<file path="src/rtl/instr_register_pkg.sv">
// Shared types for the instruction register and its read-side companion (instr_reader).
package instr_register_pkg;

    typedef logic signed [31:0] operand_t;
    typedef logic [4:0]         address_t;

    typedef enum logic [2:0] {
        ZERO  = 3'd0,
        PASSA = 3'd1,
        PASSB = 3'd2,
        ADD   = 3'd3,
        SUB   = 3'd4,
        MULT  = 3'd5,
        DIV   = 3'd6,
        MOD   = 3'd7
    } opcode_t;

    typedef struct packed {
        opcode_t  opc;
        operand_t op_a;
        operand_t op_b;
    } instruction_t;

    typedef enum logic [1:0] {
        IDLE  = 2'd0,
        FETCH = 2'd1,
        EXEC  = 2'd2,
        HOLD  = 2'd3
    } reader_state_t;

    localparam int ADDR_W = $bits(address_t);
    localparam int OPND_W = $bits(operand_t);

endpackage

</file>
<file path="src/rtl/instr_alu.sv">
// Combinational executor for one instruction word.
// INSTR_READER_DIVMOD_EN enables the divider; without it DIV/MOD report an error.
module instr_alu
    import instr_register_pkg::*;
#(
    parameter int RES_WIDTH = 64
) (
    input  instruction_t                  instr,
    output logic signed [RES_WIDTH-1:0]   result,
    output logic                          err
);

    logic signed [RES_WIDTH-1:0] a_ext;
    logic signed [RES_WIDTH-1:0] b_ext;

    // Operands are widened first so MULT yields the full product and
    // the most-negative / -1 quotient does not overflow.
    always_comb begin
        a_ext = {{(RES_WIDTH-OPND_W){instr.op_a[OPND_W-1]}}, instr.op_a};
        b_ext = {{(RES_WIDTH-OPND_W){instr.op_b[OPND_W-1]}}, instr.op_b};
    end

    always_comb begin
        result = '0;
        err    = 1'b0;
        case (instr.opc)
            ZERO:  result = '0;
            PASSA: result = a_ext;
            PASSB: result = b_ext;
            ADD:   result = a_ext + b_ext;
            SUB:   result = a_ext - b_ext;
            MULT:  result = a_ext * b_ext;
`ifdef INSTR_READER_DIVMOD_EN
            DIV: begin
                if (b_ext == '0) err = 1'b1;
                else             result = a_ext / b_ext;
            end
            MOD: begin
                if (b_ext == '0) err = 1'b1;
                else             result = a_ext % b_ext;
            end
`else
            DIV:   err = 1'b1;
            MOD:   err = 1'b1;
`endif
            default: begin
                result = '0;
                err    = 1'b0;
            end
        endcase
    end

endmodule

</file>
<file path="src/rtl/instr_reader.sv">
// Walks read_pointer over a window of instruction-register entries, executes each
// word and streams results out on valid/ready. Optional divider: INSTR_READER_DIVMOD_EN.
module instr_reader
    import instr_register_pkg::*;
#(
    parameter int NUM_ENTRIES = 32,
    parameter int RES_WIDTH   = 64
) (
    input  logic                        clk,
    input  logic                        reset_n,
    input  logic                        start,
    input  address_t                    start_ptr,
    input  logic [ADDR_W:0]             num_instr,
    output address_t                    read_pointer,
    input  instruction_t                instruction_word,
    output logic                        res_valid,
    input  logic                        res_ready,
    output logic signed [RES_WIDTH-1:0] result,
    output opcode_t                     res_opcode,
    output address_t                    res_index,
    output logic                        res_err,
    output logic                        busy,
    output logic                        done
);

    reader_state_t               state;
    reader_state_t               state_next;
    logic [ADDR_W:0]             remaining;
    instruction_t                iw_q;

    logic                        load;
    logic                        capture;
    logic                        exec_en;
    logic                        accept;
    logic                        last;
    logic                        zero_done;
    address_t                    next_ptr;

    logic signed [RES_WIDTH-1:0] alu_result;
    logic                        alu_err;

    instr_alu #(
        .RES_WIDTH (RES_WIDTH)
    ) u_alu (
        .instr  (iw_q),
        .result (alu_result),
        .err    (alu_err)
    );

    assign last     = (remaining == (ADDR_W+1)'(1));
    assign next_ptr = (read_pointer == address_t'(NUM_ENTRIES-1)) ? '0 : read_pointer + 1'b1;
    assign busy     = (state != IDLE);

    always_comb begin
        state_next = state;
        load       = 1'b0;
        capture    = 1'b0;
        exec_en    = 1'b0;
        accept     = 1'b0;
        zero_done  = 1'b0;
        case (state)
            IDLE: begin
                if (start) begin
                    if (num_instr != '0) begin
                        load       = 1'b1;
                        state_next = FETCH;
                    end else begin
                        zero_done  = 1'b1;
                    end
                end
            end
            FETCH: begin
                capture    = 1'b1;
                state_next = EXEC;
            end
            EXEC: begin
                exec_en    = 1'b1;
                state_next = HOLD;
            end
            HOLD: begin
                if (res_valid && res_ready) begin
                    accept     = 1'b1;
                    state_next = last ? IDLE : FETCH;
                end
            end
            default: state_next = IDLE;
        endcase
    end

    // Control and presented outputs; reset drops any in-flight result.
    always_ff @(posedge clk or negedge reset_n) begin
        if (!reset_n) begin
            state        <= IDLE;
            read_pointer <= '0;
            remaining    <= '0;
            res_valid    <= 1'b0;
            result       <= '0;
            res_opcode   <= ZERO;
            res_index    <= '0;
            res_err      <= 1'b0;
            done         <= 1'b0;
        end else begin
            state <= state_next;
            done  <= zero_done | (accept & last);
            if (load) begin
                read_pointer <= start_ptr;
                remaining    <= num_instr;
            end
            if (exec_en) begin
                result     <= alu_result;
                res_opcode <= iw_q.opc;
                res_index  <= read_pointer;
                res_err    <= alu_err;
                res_valid  <= 1'b1;
            end
            if (accept) begin
                remaining <= remaining - 1'b1;
                res_valid <= 1'b0;
                if (!last) read_pointer <= next_ptr;
            end
        end
    end

    // Fetched word is pure data; it is only consumed after a fresh capture.
    always_ff @(posedge clk) begin
        if (capture) iw_q <= instruction_word;
    end

endmodule

</file>
<file path="config.mk">
export PLATFORM = sky130hd
export DESIGN_NAME = instr_reader
export DESIGN_NICKNAME = d
export VERILOG_FILES = /design/src/rtl/instr_register_pkg.sv /design/src/rtl/instr_alu.sv /design/src/rtl/instr_reader.sv
export SDC_FILE = /design/constraint.sdc
export NUM_CORES = 2
export LEC_CHECK = 0
export ABC_AREA = 1
export BUFFER_PORTS_ARGS = -buffer_cell sky130_fd_sc_hd__buf_2
export CORE_ASPECT_RATIO = 0.75
export CORE_MARGIN = 2
export CORE_UTILIZATION = 25
export DETAILED_ROUTE_END_ITERATION = 12
export GPL_TIMING_DRIVEN = 0
export SLEW_MARGIN = 40
export SYNTH_ARGS = -nofsm -noshare
export SYNTH_HDL_FRONTEND = slang
export SYNTH_SLANG_ARGS = --single-unit
</file>
<file path="constraint.sdc">
create_clock -name clk -period 8.3 [get_ports clk]
set_input_delay 0 -clock clk [delete_from_list [all_inputs] [get_ports clk]]
set_output_delay 0 -clock clk [all_outputs]
set_load 0.02 [all_outputs]
</file>
==> results_dict.tcl <==
set metrics [dict create \
    run_status "complete, but fails checks" \
    failing_checks "setup timing" \
    globalplace.congestion 1.071 \
    row_count 142 \
    antenna_violations_before_repair 18 \
    seq_area_frac_synth_pct 8.369 \
    clock-skew-final_ns 0.06558 \
    cts-htree-levels 4 \
    routed_wirelength_um 256700 \
    finalSetupViolations 4 \
    distinct_cells_synth 54 \
    routed-via-count 46630 \
    layout_min_cycle_time_ns 8.328 \
    synth_area_leaders "sky130_fd_sc_hd__fa_1, sky130_fd_sc_hd__nand2_1, sky130_fd_sc_hd__inv_1, sky130_fd_sc_hd__ha_1, sky130_fd_sc_hd__dfrtp_1" \
    antenna_left 0 \
    slew_headroom_pct 37.42 \
    cp_cell_sequence "clkbuf_2, nand2_1, fa_1, fa_1, fa_1, fa_1, fa_1, inv_1, fa_1, fa_1, fa_1, ha_2, nand2_1, nor2_2, nand2_1, nor2_2, nand2_1, nand3_1, nand2_1, nand2_1, o21bai_2, nand3b_1, nand2_1, nand2_1" \
    final_common_cell "sky130_fd_sc_hd__nand2_1" \
    tightest_slew_ns 0.9388 \
    dominantRegCellSynth "sky130_fd_sc_hd__dfrtp_1" \
    timing.critical_path.required_ns 8.72 \
    grt_pass1_vias 46250 \
    cts_tree "yes" \
    grtUsageTotal_pct 25.13 \
    tritoncts_num_sinks 155 \
    final_cell_mix "sky130_fd_sc_hd__nand2_1, sky130_fd_sc_hd__inv_1, sky130_fd_sc_hd__fa_1" \
    cp_data_arrival_time_ns 8.75 \
    criticalPathCategory "flop to flop" \
    cp_max_fo 10 \
    postSynthAreaPerCell_um2 7.477 \
    timing.hold.worst.class "primary input to flop" \
    nets 8527 \
    clk_transition_reported_paths_ns 0.12 \
    worst_r2r_path_cells 24 \
    synth_async_sr_flop_share_pct 56.77 \
    die-height_um 392.7 \
    detailed_place_hpwl_um 215700 \
    max-cap-violations 0 \
    die-width_um 522.2 \
    grt_pass1_wl_um 357500 \
    holdWs_ns 0.1458 \
    crit_path_top_delay_cell "sky130_fd_sc_hd__fa_1" \
    worstSetupEndpointType "flop" \
    final_max_slew_viol_count 0 \
    io_buffers 162 \
    synth_edf_count 67 \
    worst_path_largest_cell_delay_ns 0.66 \
    final_critical_path_setup_slack_ns -0.02755 \
    yosysTopAreaCellShare_pct 43.10 \
    ios 163 \
    nFillCells 21850 \
    synth-warning-count 0 \
    worst_hold_path.num_cells 2 \
    synth_area_leader_cell "sky130_fd_sc_hd__fa_1" \
    drive_gt1_share_pct 9.189 \
    ys_ff_latch 155 \
    drt_first_pass_iters 8 \
    post_synth_inst_count 6734 \
    first_iteration_detailed_routing_drc_count 6301 \
    synth_area_um2 50350 \
    dieArea_um2 205100 \
    area_growth_syn_to_layout_pct 15.01 \
    initial_standard_cell_utilization_of_the_core_pct 25.19 \
    grt_max_degree 56 \
    achievable-frequency_mhz 120.1 \
    synth_nets 8157 \
    cts_inserted_buffers 17 \
    detail_route.vias_per_cell 4.766 \
    final_core_util_pct 28.97 \
    layout_worst_path_cycle_share_pct 100.3 \
    clock_latency_ns 0.59 \
    route.detailed.drc 0 \
    core_area_um2 199900 \
    worstSetupStartpointType "flop" \
    detail_route.wl_per_cell_um 26.24 \
    cts-root-buf "sky130_fd_sc_hd__clkbuf_16" \
    globalRouteOverflowTotal 0 \
    clock_path_buffers 2 \
    timing.final.hold_violations 0 \
]
worst max-delay path, delay by kind of cell (launching register included):
kind,cells,cell delay [ns]
flip-flops,1,0.57
adder cells (fa/ha/maj),9,4.82
AND/OR/NAND/NOR,12,2.02
buffers and inverters,2,0.63
AO/OA/AOI/OAI,1,0.11
layer usage:
metal  track usage, %  routed length [µm]  vias to the layer above
met5           0.6401                 171                        -
met4            8.487               10310                        4
met3            7.735               32780                      420
met2            33.85               98410                     2828
met1            37.20              115000                    23400
li1                 -                   -                    19980
final timing paths:
| path | startpoint | end | slack [ns] |
|---|---|---|---|
| max in group asynchronous | reset_n | result[52] | 7.45 |
| worst min register to register | res_index[0] | res_index[0] | 0.48 |
| min in group asynchronous | reset_n | res_err | 0.50 |
| worst max register to register | iw_q[47] | result[26] | -0.03 |
| worst min-delay path | instruction_word[50] | iw_q[50] | 0.15 |
| worst max-delay path | iw_q[47] | result[26] | -0.03 |
sequential cells by signal (all words and copies together) (netlist names):
| register | flops |
|---|---|
| done | 1 |
| read_pointer | 5 |
| res_err | 1 |
| result | 64 |
| remaining | 6 |
| state | 2 |
| res_index | 5 |
| iw_q | 67 |
| res_valid | 1 |
| res_opcode | 3 |
synthesized netlist by cell type, types with 26 or more instances:
library cell / number
sky130_fd_sc_hd__nand4_1: 51
sky130_fd_sc_hd__ha_1: 257
sky130_fd_sc_hd__o21bai_1: 30
sky130_fd_sc_hd__inv_1: 1925
sky130_fd_sc_hd__fa_1: 1084
sky130_fd_sc_hd__nor2_1: 241
sky130_fd_sc_hd__o21ai_0: 117
sky130_fd_sc_hd__edfxtp_1: 67
sky130_fd_sc_hd__clkbuf_1: 219
sky130_fd_sc_hd__nor3_1: 26
sky130_fd_sc_hd__nand2_1: 2043
sky130_fd_sc_hd__dfrtp_1: 88
sky130_fd_sc_hd__nand3_1: 225
sky130_fd_sc_hd__a21oi_1: 162
area by class of cell:
| type | count | area, µm² | area share (%) |
|---|---|---|---|
| Multi-Input combinational cell | 4379 | 38050 | 65.71 |
| Inverter | 1938 | 7288 | 12.59 |
| Sequential cell | 155 | 4214 | 7.277 |
| Tap cell | 2664 | 3333 | 5.756 |
| Timing Repair Buffer | 354 | 2914 | 5.032 |
| Buffer | 259 | 1534 | 2.649 |
| Clock buffer | 19 | 432.9 | 0.7476 |
| Clock inverter | 13 | 133.9 | 0.2312 |
| Antenna cell | 3 | 7.507 | 0.01296 |
through the flow:
stage | TNS [ns] | cell area [µm²] | setup slack, ns | std cells
after floorplan | 0 | 50350 | 0.9014 | 6734
after global placement | -58.53 | 54500 | -1.821 | 9560
after detailed placement | -25.49 | 55030 | -1.287 | 9575
after CTS | -0.005469 | 57370 | -0.005469 | 9760
after global routing | -0.01080 | 57900 | -0.006108 | 9781
final | -0.05825 | 57910 | -0.02755 | 9784
logic make-up after synthesis:
family	Yosys count	share of synthesized area, %
XOR/XNOR	8	0.1392
flip-flops	155	8.369
AND/OR/NAND/NOR	2666	21.33
adder cells (fa/ha/maj)	1341	49.48
AO/OA/AOI/OAI	364	4.033
buffers and inverters	2200	16.64
timing repair:
item | 4_1_cts | 5_1_grt
gates resized for setup | 89 | 136
endpoints found under the hold margin | 169 | 0
pin swaps | 2 | 3
setup buffers | 67 | 22
setup endpoints to repair | 44 | 46
hold buffers | 88 | 0
Power is left out: the tool's default activity adds up to more than one toggle a clock period on the data nets, which glitch-free logic cannot reach.
